`src/rtl/arp_pkg.sv`:
```
// rtl/arp_pkg.sv - shared opcodes, broadcast MAC, FSM state enums and cache entry type
package arp_pkg;

    localparam logic        ARP_OP_REQ   = 1'b1;
    localparam logic        ARP_OP_REPLY = 1'b0;
    localparam logic [47:0] BCAST_MAC    = 48'hFFFF_FFFF_FFFF;

    typedef enum logic [2:0] {
        L_IDLE,
        L_CMP,
        L_REQ,
        L_WAIT,
        L_ACK
    } lookup_state_t;

    typedef enum logic {
        TX_IDLE,
        TX_BUSY
    } tx_state_t;

    typedef struct packed {
        logic        valid;
        logic [31:0] ip;
        logic [47:0] mac;
    } arp_entry_t;

endpackage

```
`src/rtl/arp_cache_mem.sv`:
```
// rtl/arp_cache_mem.sv - IP->MAC entry table with round-robin replacement and parallel compare
// ARP_AGING_EN adds a per-entry age counter that invalidates entries after AGE_CYC cycles.
module arp_cache_mem
    import arp_pkg::*;
#(
    parameter int          ENTRIES = 4,
    parameter int          IDX_W   = 2,
    parameter logic [31:0] AGE_CYC = 32'd3750000000
) (
    input  logic             clk,
    input  logic             rst,
    input  logic             learn_en,
    input  logic [31:0]      learn_ip,
    input  logic [47:0]      learn_mac,
    input  logic [31:0]      cmp_ip,
    output logic             cmp_hit,
    output logic [47:0]      cmp_mac,
    output logic [IDX_W:0]   entry_cnt
);

    arp_entry_t       tbl [ENTRIES];
    logic [IDX_W-1:0] rr_ptr;
    logic             learn_match;
    logic [IDX_W-1:0] learn_idx;

    // Learning never duplicates an IP, so at most one entry can match either port.
    always_comb begin
        learn_match = 1'b0;
        learn_idx   = '0;
        cmp_hit     = 1'b0;
        cmp_mac     = '0;
        entry_cnt   = '0;
        for (int i = 0; i < ENTRIES; i++) begin
            if (tbl[i].valid && tbl[i].ip == learn_ip) begin
                learn_match = 1'b1;
                learn_idx   = IDX_W'(i);
            end
            if (tbl[i].valid && tbl[i].ip == cmp_ip) begin
                cmp_hit = 1'b1;
                cmp_mac = tbl[i].mac;
            end
            entry_cnt = entry_cnt + (IDX_W+1)'(tbl[i].valid);
        end
    end

`ifdef ARP_AGING_EN
    logic [31:0] age [ENTRIES];
`else
    logic unused_age;
    assign unused_age = ^AGE_CYC;
`endif

    always_ff @(posedge clk) begin
        if (rst) begin
            rr_ptr <= '0;
            for (int i = 0; i < ENTRIES; i++) begin
                tbl[i] <= '0;
`ifdef ARP_AGING_EN
                age[i] <= '0;
`endif
            end
        end else begin
`ifdef ARP_AGING_EN
            for (int i = 0; i < ENTRIES; i++) begin
                if (tbl[i].valid) begin
                    if (age[i] == AGE_CYC - 32'd1) tbl[i].valid <= 1'b0;
                    age[i] <= age[i] + 32'd1;
                end
            end
`endif
            // Written last so a learn overrides an expiry of the same slot.
            if (learn_en) begin
                if (learn_match) begin
                    tbl[learn_idx] <= '{valid: 1'b1, ip: learn_ip, mac: learn_mac};
`ifdef ARP_AGING_EN
                    age[learn_idx] <= '0;
`endif
                end else begin
                    tbl[rr_ptr] <= '{valid: 1'b1, ip: learn_ip, mac: learn_mac};
                    rr_ptr      <= rr_ptr + 1'b1;
`ifdef ARP_AGING_EN
                    age[rr_ptr] <= '0;
`endif
                end
            end
        end
    end

endmodule

```
`src/rtl/arp_cache_ctrl.sv`:
```
// rtl/arp_cache_ctrl.sv - ARP cache controller: learning, reply queue, TX arbiter and lookup FSM
// Define ARP_AGING_EN to enable entry expiry inside arp_cache_mem.
module arp_cache_ctrl
    import arp_pkg::*;
#(
    parameter int          ENTRIES     = 4,
    parameter int          IDX_W       = 2,
    parameter int          TIMEOUT_CYC = 125000000,
    parameter int          MAX_RETRY   = 3,
    parameter logic [31:0] AGE_CYC     = 32'd3750000000
) (
    input  logic             clk,
    input  logic             rst,
    input  logic             arp_rx_done,
    input  logic             arp_rx_op,
    input  logic [47:0]      pc_mac,
    input  logic [31:0]      pc_ip,
    input  logic             arp_tx_done,
    output logic             arp_tx_en,
    output logic             arp_tx_op,
    output logic [47:0]      tx_des_mac,
    output logic [31:0]      tx_des_ip,
    input  logic             lookup_req,
    input  logic [31:0]      lookup_ip,
    output logic             lookup_ack,
    output logic             lookup_hit,
    output logic [47:0]      lookup_mac,
    output logic [IDX_W:0]   entry_cnt
);

    lookup_state_t l_state, l_next;
    tx_state_t     tx_state, tx_next;

    logic [31:0] lk_ip;
    logic [7:0]  retry;
    logic [7:0]  retry_p1;
    logic [31:0] timer;
    logic        res_hit, res_hit_n, res_load;
    logic [47:0] res_mac, res_mac_n;
    logic        timer_clr, retry_clr, retry_inc;
    logic        reply_pend;
    logic [47:0] reply_mac;
    logic [31:0] reply_ip;
    logic        grant_reply, grant_req;
    logic        cmp_hit;
    logic [47:0] cmp_mac;
    logic        rx_match;

    arp_cache_mem #(
        .ENTRIES (ENTRIES),
        .IDX_W   (IDX_W),
        .AGE_CYC (AGE_CYC)
    ) u_mem (
        .clk       (clk),
        .rst       (rst),
        .learn_en  (arp_rx_done),
        .learn_ip  (pc_ip),
        .learn_mac (pc_mac),
        .cmp_ip    (lk_ip),
        .cmp_hit   (cmp_hit),
        .cmp_mac   (cmp_mac),
        .entry_cnt (entry_cnt)
    );

    assign rx_match = arp_rx_done && (pc_ip == lk_ip);
    assign retry_p1 = retry + 8'd1;

    always_comb begin
        tx_next     = tx_state;
        grant_reply = 1'b0;
        grant_req   = 1'b0;
        case (tx_state)
            TX_IDLE: begin
                if (reply_pend) begin
                    grant_reply = 1'b1;
                    tx_next     = TX_BUSY;
                end else if (l_state == L_REQ) begin
                    grant_req = 1'b1;
                    tx_next   = TX_BUSY;
                end
            end
            TX_BUSY: if (arp_tx_done) tx_next = TX_IDLE;
            default: tx_next = TX_IDLE;
        endcase
    end

    always_ff @(posedge clk) begin
        if (rst) begin
            tx_state   <= TX_IDLE;
            arp_tx_en  <= 1'b0;
            arp_tx_op  <= 1'b0;
            tx_des_mac <= '0;
            tx_des_ip  <= '0;
            reply_pend <= 1'b0;
            reply_mac  <= '0;
            reply_ip   <= '0;
        end else begin
            tx_state  <= tx_next;
            arp_tx_en <= grant_reply | grant_req;
            if (grant_reply) begin
                arp_tx_op  <= ARP_OP_REPLY;
                tx_des_mac <= reply_mac;
                tx_des_ip  <= reply_ip;
                reply_pend <= 1'b0;
            end else if (grant_req) begin
                arp_tx_op  <= ARP_OP_REQ;
                tx_des_mac <= BCAST_MAC;
                tx_des_ip  <= lk_ip;
            end
            // A fresh request overrides the grant-clear so only the newest is answered.
            if (arp_rx_done && arp_rx_op == ARP_OP_REQ) begin
                reply_pend <= 1'b1;
                reply_mac  <= pc_mac;
                reply_ip   <= pc_ip;
            end
        end
    end

    always_comb begin
        l_next     = l_state;
        res_load   = 1'b0;
        res_hit_n  = 1'b0;
        res_mac_n  = '0;
        timer_clr  = 1'b0;
        retry_clr  = 1'b0;
        retry_inc  = 1'b0;
        lookup_ack = (l_state == L_ACK);
        lookup_hit = lookup_ack & res_hit;
        lookup_mac = lookup_ack ? res_mac : '0;
        case (l_state)
            L_IDLE: if (lookup_req) l_next = L_CMP;
            L_CMP: begin
                if (rx_match) begin
                    l_next    = L_ACK;
                    res_load  = 1'b1;
                    res_hit_n = 1'b1;
                    res_mac_n = pc_mac;
                end else if (cmp_hit) begin
                    l_next    = L_ACK;
                    res_load  = 1'b1;
                    res_hit_n = 1'b1;
                    res_mac_n = cmp_mac;
                end else begin
                    l_next    = L_REQ;
                    retry_clr = 1'b1;
                end
            end
            L_REQ: begin
                if (grant_req) begin
                    l_next    = L_WAIT;
                    timer_clr = 1'b1;
                end
            end
            L_WAIT: begin
                if (rx_match) begin
                    l_next    = L_ACK;
                    res_load  = 1'b1;
                    res_hit_n = 1'b1;
                    res_mac_n = pc_mac;
                end else if (timer == 32'(TIMEOUT_CYC - 1)) begin
                    if (retry_p1 < 8'(MAX_RETRY)) begin
                        l_next    = L_REQ;
                        retry_inc = 1'b1;
                    end else begin
                        l_next   = L_ACK;
                        res_load = 1'b1;
                    end
                end
            end
            L_ACK:   l_next = L_IDLE;
            default: l_next = L_IDLE;
        endcase
    end

    always_ff @(posedge clk) begin
        if (rst) begin
            l_state <= L_IDLE;
            lk_ip   <= '0;
            retry   <= '0;
            timer   <= '0;
            res_hit <= 1'b0;
            res_mac <= '0;
        end else begin
            l_state <= l_next;
            if (l_state == L_IDLE && lookup_req) lk_ip <= lookup_ip;
            if (timer_clr) timer <= '0;
            else if (l_state == L_WAIT) timer <= timer + 32'd1;
            if (retry_clr) retry <= '0;
            else if (retry_inc) retry <= retry_p1;
            if (res_load) begin
                res_hit <= res_hit_n;
                res_mac <= res_mac_n;
            end
        end
    end

endmodule
```
`config.mk`:
```
export PLATFORM = sky130hd
export DESIGN_NAME = arp_cache_ctrl
export DESIGN_NICKNAME = d
export VERILOG_FILES = /design/src/rtl/arp_pkg.sv /design/src/rtl/arp_cache_mem.sv /design/src/rtl/arp_cache_ctrl.sv
export SDC_FILE = /design/constraint.sdc
export NUM_CORES = 1
export LEC_CHECK = 0
export ABC_AREA = 1
export BUFFER_PORTS_ARGS = -buffer_cell sky130_fd_sc_hd__buf_2
export CAP_MARGIN = 10
export CORE_ASPECT_RATIO = 1.4
export CORE_MARGIN = 1.5
export CORE_UTILIZATION = 55
export DETAILED_ROUTE_END_ITERATION = 10
export PLACE_DENSITY_LB_ADDON = 0.15
export SYNTH_ARGS = -nofsm -noshare
export SYNTH_HDL_FRONTEND = slang
export SYNTH_SLANG_ARGS = --single-unit
```
`constraint.sdc`:
```
create_clock -name clk -period 10.4 [get_ports clk]
set_clock_uncertainty 0.2 [all_clocks]
set_input_delay 1.04 -clock clk [delete_from_list [all_inputs] [get_ports clk]]
set_output_delay 1.04 -clock clk [all_outputs]
set_load 0.02 [all_outputs]
```
==> results.ini <==
[job]
drv_cap = 0

[floorplan]
fp.dieArea_um2 = 57400
core_area_um2 = 55400
ios = 253
start_util_pct = 55.6
die_y_um = 283
fp.dieW_um = 203
rows = 102

[pwr]
combPwrFrac_pct = 22.0
p_switching_mw = 2.43
irDropWorstVdd_uv = 218
power_density_nw_per_um2 = 202
power.share.clock_pct = 33.2
intPower_mw = 4.46
swShare_pct = 35.3
p_leak_nw = 15.1
seqPwrFrac_pct = 44.8

[grt]
grt_pass1_wl_um = 183000
grt_max_degree = 104
gr-usage-all-layers_pct = 44.3
overflow = 0
grt_pass1_vias = 26889
antenna_found_initial = 9

[synthesis]
synth.top_cells.by_area = edfxtp_1 32%, dfxtp_1 19%, nand2_1 10%
syn-num-nets = 3956
synth-edff-count = 324
postSynthCellCount = 3832
netlist.top_cell.by_area = edfxtp_1
yosysTopAreaCellShare_pct = 31.6
syn_area_per_cell_um2 = 8.04
synth_ff_type = edfxtp_1
syn-cell-area_um2 = 30800
yosysWarnings = 0
synth_commonest_cells = 849 x nand2_1, 628 x nor2_1, 385 x inv_1
async_reset_ff_share_pct = 0
yosysSeqAreaShare_pct = 50.4
synth_cell_types = 49
yosysMostFrequentCell = nand2_1
synth-seq-cells = 614

[clocking]
cts_tree = yes
cts_root_buf = clkbuf_16
post_cts_buffers = 0
htreeDepth = 2
clock_latency_ns = 0.66
ctsResizeCount = 0
ctsHoldBuffers = 0
cts.sinks = 614
cts_buffers = 58
path_clk_slew_ns = 0.07
clockBufferDepth = 3

[sta]
rsz0062_at_grt = no
tightest_slew_ns = 1.21
setup_viol = 0
fin_crit_sh_pct = 55.3
max_freq_mhz = 174
period_minus_slack_ns = 5.75
relSlewSlack_pct = 19.3
setup_tns_ns = 0
hold_slack_ns = 0.265
hold_violations = 0
layout_setup_ws_ns = 4.65
drv_slew = 0

[place]
hpwl_um = 88600
gp_congestion = 1.09
place_ws_ns = 4.20
place_inst = 4610
numPortBuffers = 252

[layout]
stdcell_count = 4727
fin_nets = 4066
fillers = 4851
fin_util_pct = 61.6
multi_input_area_um2 = 12500
area_delta_synth_final_pct = 10.7
seqCellArea_um2 = 15500
drive_above_1_share_pct = 14.2

[critical_path]
required_ns = 10.47
setup.worst_path.end_class = flip-flop
rrSetupSlack_ns = 4.67
crit_fanout = 54
critPathTopFamily = simple AND/OR/NAND/NOR gates
worstReg2RegStart = u_mem.tbl[3][51]
cp-start-kind = input pin
path_class = input pin to flip-flop
timing.rr.end = u_mem.tbl[3][33]
crit_arrival_ns = 5.82
cp_num_cells = 13
cpMostUsedCell = nor2_1
ff2ff_path_depth = 12
slowest_delay_ns = 0.91
crit_buf_inv = 4
crit_chain = buf_2 > inv_1 > o22ai_1 > nor2_1 > nand2_1 > nor2_1 > nand4_1 > nand2_1 > nor2_1 > nand2_4 > inv_2 > nor2_4 > buf_4
worst_path_max_delay_cell = nor2_4

[min_path]
hp-class = flip-flop to flip-flop
hp-start = retry[7]
holdPathStages = 2
hold-path-endpoint = retry[7]

[detailed_routing]
wl_per_cell_um = 27.1
viasPerCell = 6.01
num_vias = 28427
finalWirelength_um = 128000
antenna_left = 0
drt_first_pass_iters = 6
drt_iter0_drc = 3232
drcViolationCount = 0

[status]
status = finished, final reports clean

## cell usage in the layout, fill, tap and decap left out, types with 30 or more instances in the layout
cell type | Yosys | final
a21oi_1 | 263 | 263
a31oi_1 | 32 | 32
buf_2 | 66 | 252
buf_4 | 15 | 30
clkbuf_16 | 0 | 65
dfxtp_1 | 290 | 290
edfxtp_1 | 324 | 324
inv_1 | 385 | 382
nand2_1 | 849 | 846
nand3_1 | 153 | 151
nand4_1 | 37 | 37
nor2_1 | 628 | 624
nor3_1 | 43 | 43
nor3_2 | 72 | 72
o21ai_0 | 173 | 172
o221ai_1 | 53 | 53
o22ai_1 | 39 | 39
or2_2 | 37 | 37
xnor2_1 | 52 | 52
xor2_1 | 49 | 49
## state kept, by name, summed over array words and instances, names as in the netlist
register and flops:
u_mem.tbl 324, reply_mac 48, res_mac 48, tx_des_mac 48, lk_ip 32, reply_ip 32, timer 32, tx_des_ip 32
retry 8, l_state 3, u_mem.rr_ptr 2, arp_tx_en 1, arp_tx_op 1, reply_pend 1, res_hit 1, tx_state 1
## worst register-to-register path: stages (launching register included)
cell and delay, ns:
edfxtp_1 0.45, inv_1 0.37, o22ai_1 0.16, nor2_1 0.11, nand2_1 0.13, nor2_1 0.53
nand4_1 0.30, nand2_1 0.16, nor2_1 0.07, nand2_4 0.86, inv_2 0.17, nor2_4 0.91
buf_4 0.84
## routing by layer
layer / global-route usage (%) / wire length (um)
met1: 48.5 / 42800
met2: 73.4 / 61800
met3: 10.1 / 11400
met4: 35.5 / 12100
met5: 0 / 57
## worst max path at each step
stage	startpoint	to
after global routing	pc_ip[21]	u_mem.tbl[3][33]
after global placement	arp_rx_done	u_mem.tbl[3][37]
after floorplan	pc_ip[21]	u_mem.tbl[1][0]
final	pc_ip[21]	u_mem.tbl[3][33]
after CTS	arp_rx_done	u_mem.tbl[3][33]
after detailed placement	arp_rx_done	u_mem.tbl[3][35]
## area by class of cell
cell class	instances	area share [%]
multi-input cells	2574	36.8
clock buffers	81	5.18
well taps	728	2.67
flip-flops and latches	614	45.5
diodes	7	0.0514
clock inverters	29	0.840
repair buffers	282	4.36
inverters	412	4.56
## logic make-up after synthesis
family                     share of synthesized area (%)
AOI/OAI and AO/OA                                   11.0
xor gates and xnor gates                            2.87
adders and majority gates                          0.268
buffers and inverters                               9.12
DFF                                                 50.4
and+or+nand+nor                                     26.3
## power groups by stage
stage	logic, mW	clock network, mW	registers, mW
floorplan	0.819	0	3.07
global route	1.60	2.36	3.10
CTS	1.47	2.28	3.07
finish	1.52	2.29	3.09
global placement	1.45	0	3.12
detailed placement	1.46	0	3.12
## stage by stage
stage	cell area [um^2]	total power, mW
2_1_floorplan	30800	3.89
3_3_place_gp	32000	4.57
3_5_place_dp	32000	4.58
4_1_cts	34100	6.82
5_1_grt	34100	7.06
6_report	34100	6.89
(Power assumes the default switching activity.)
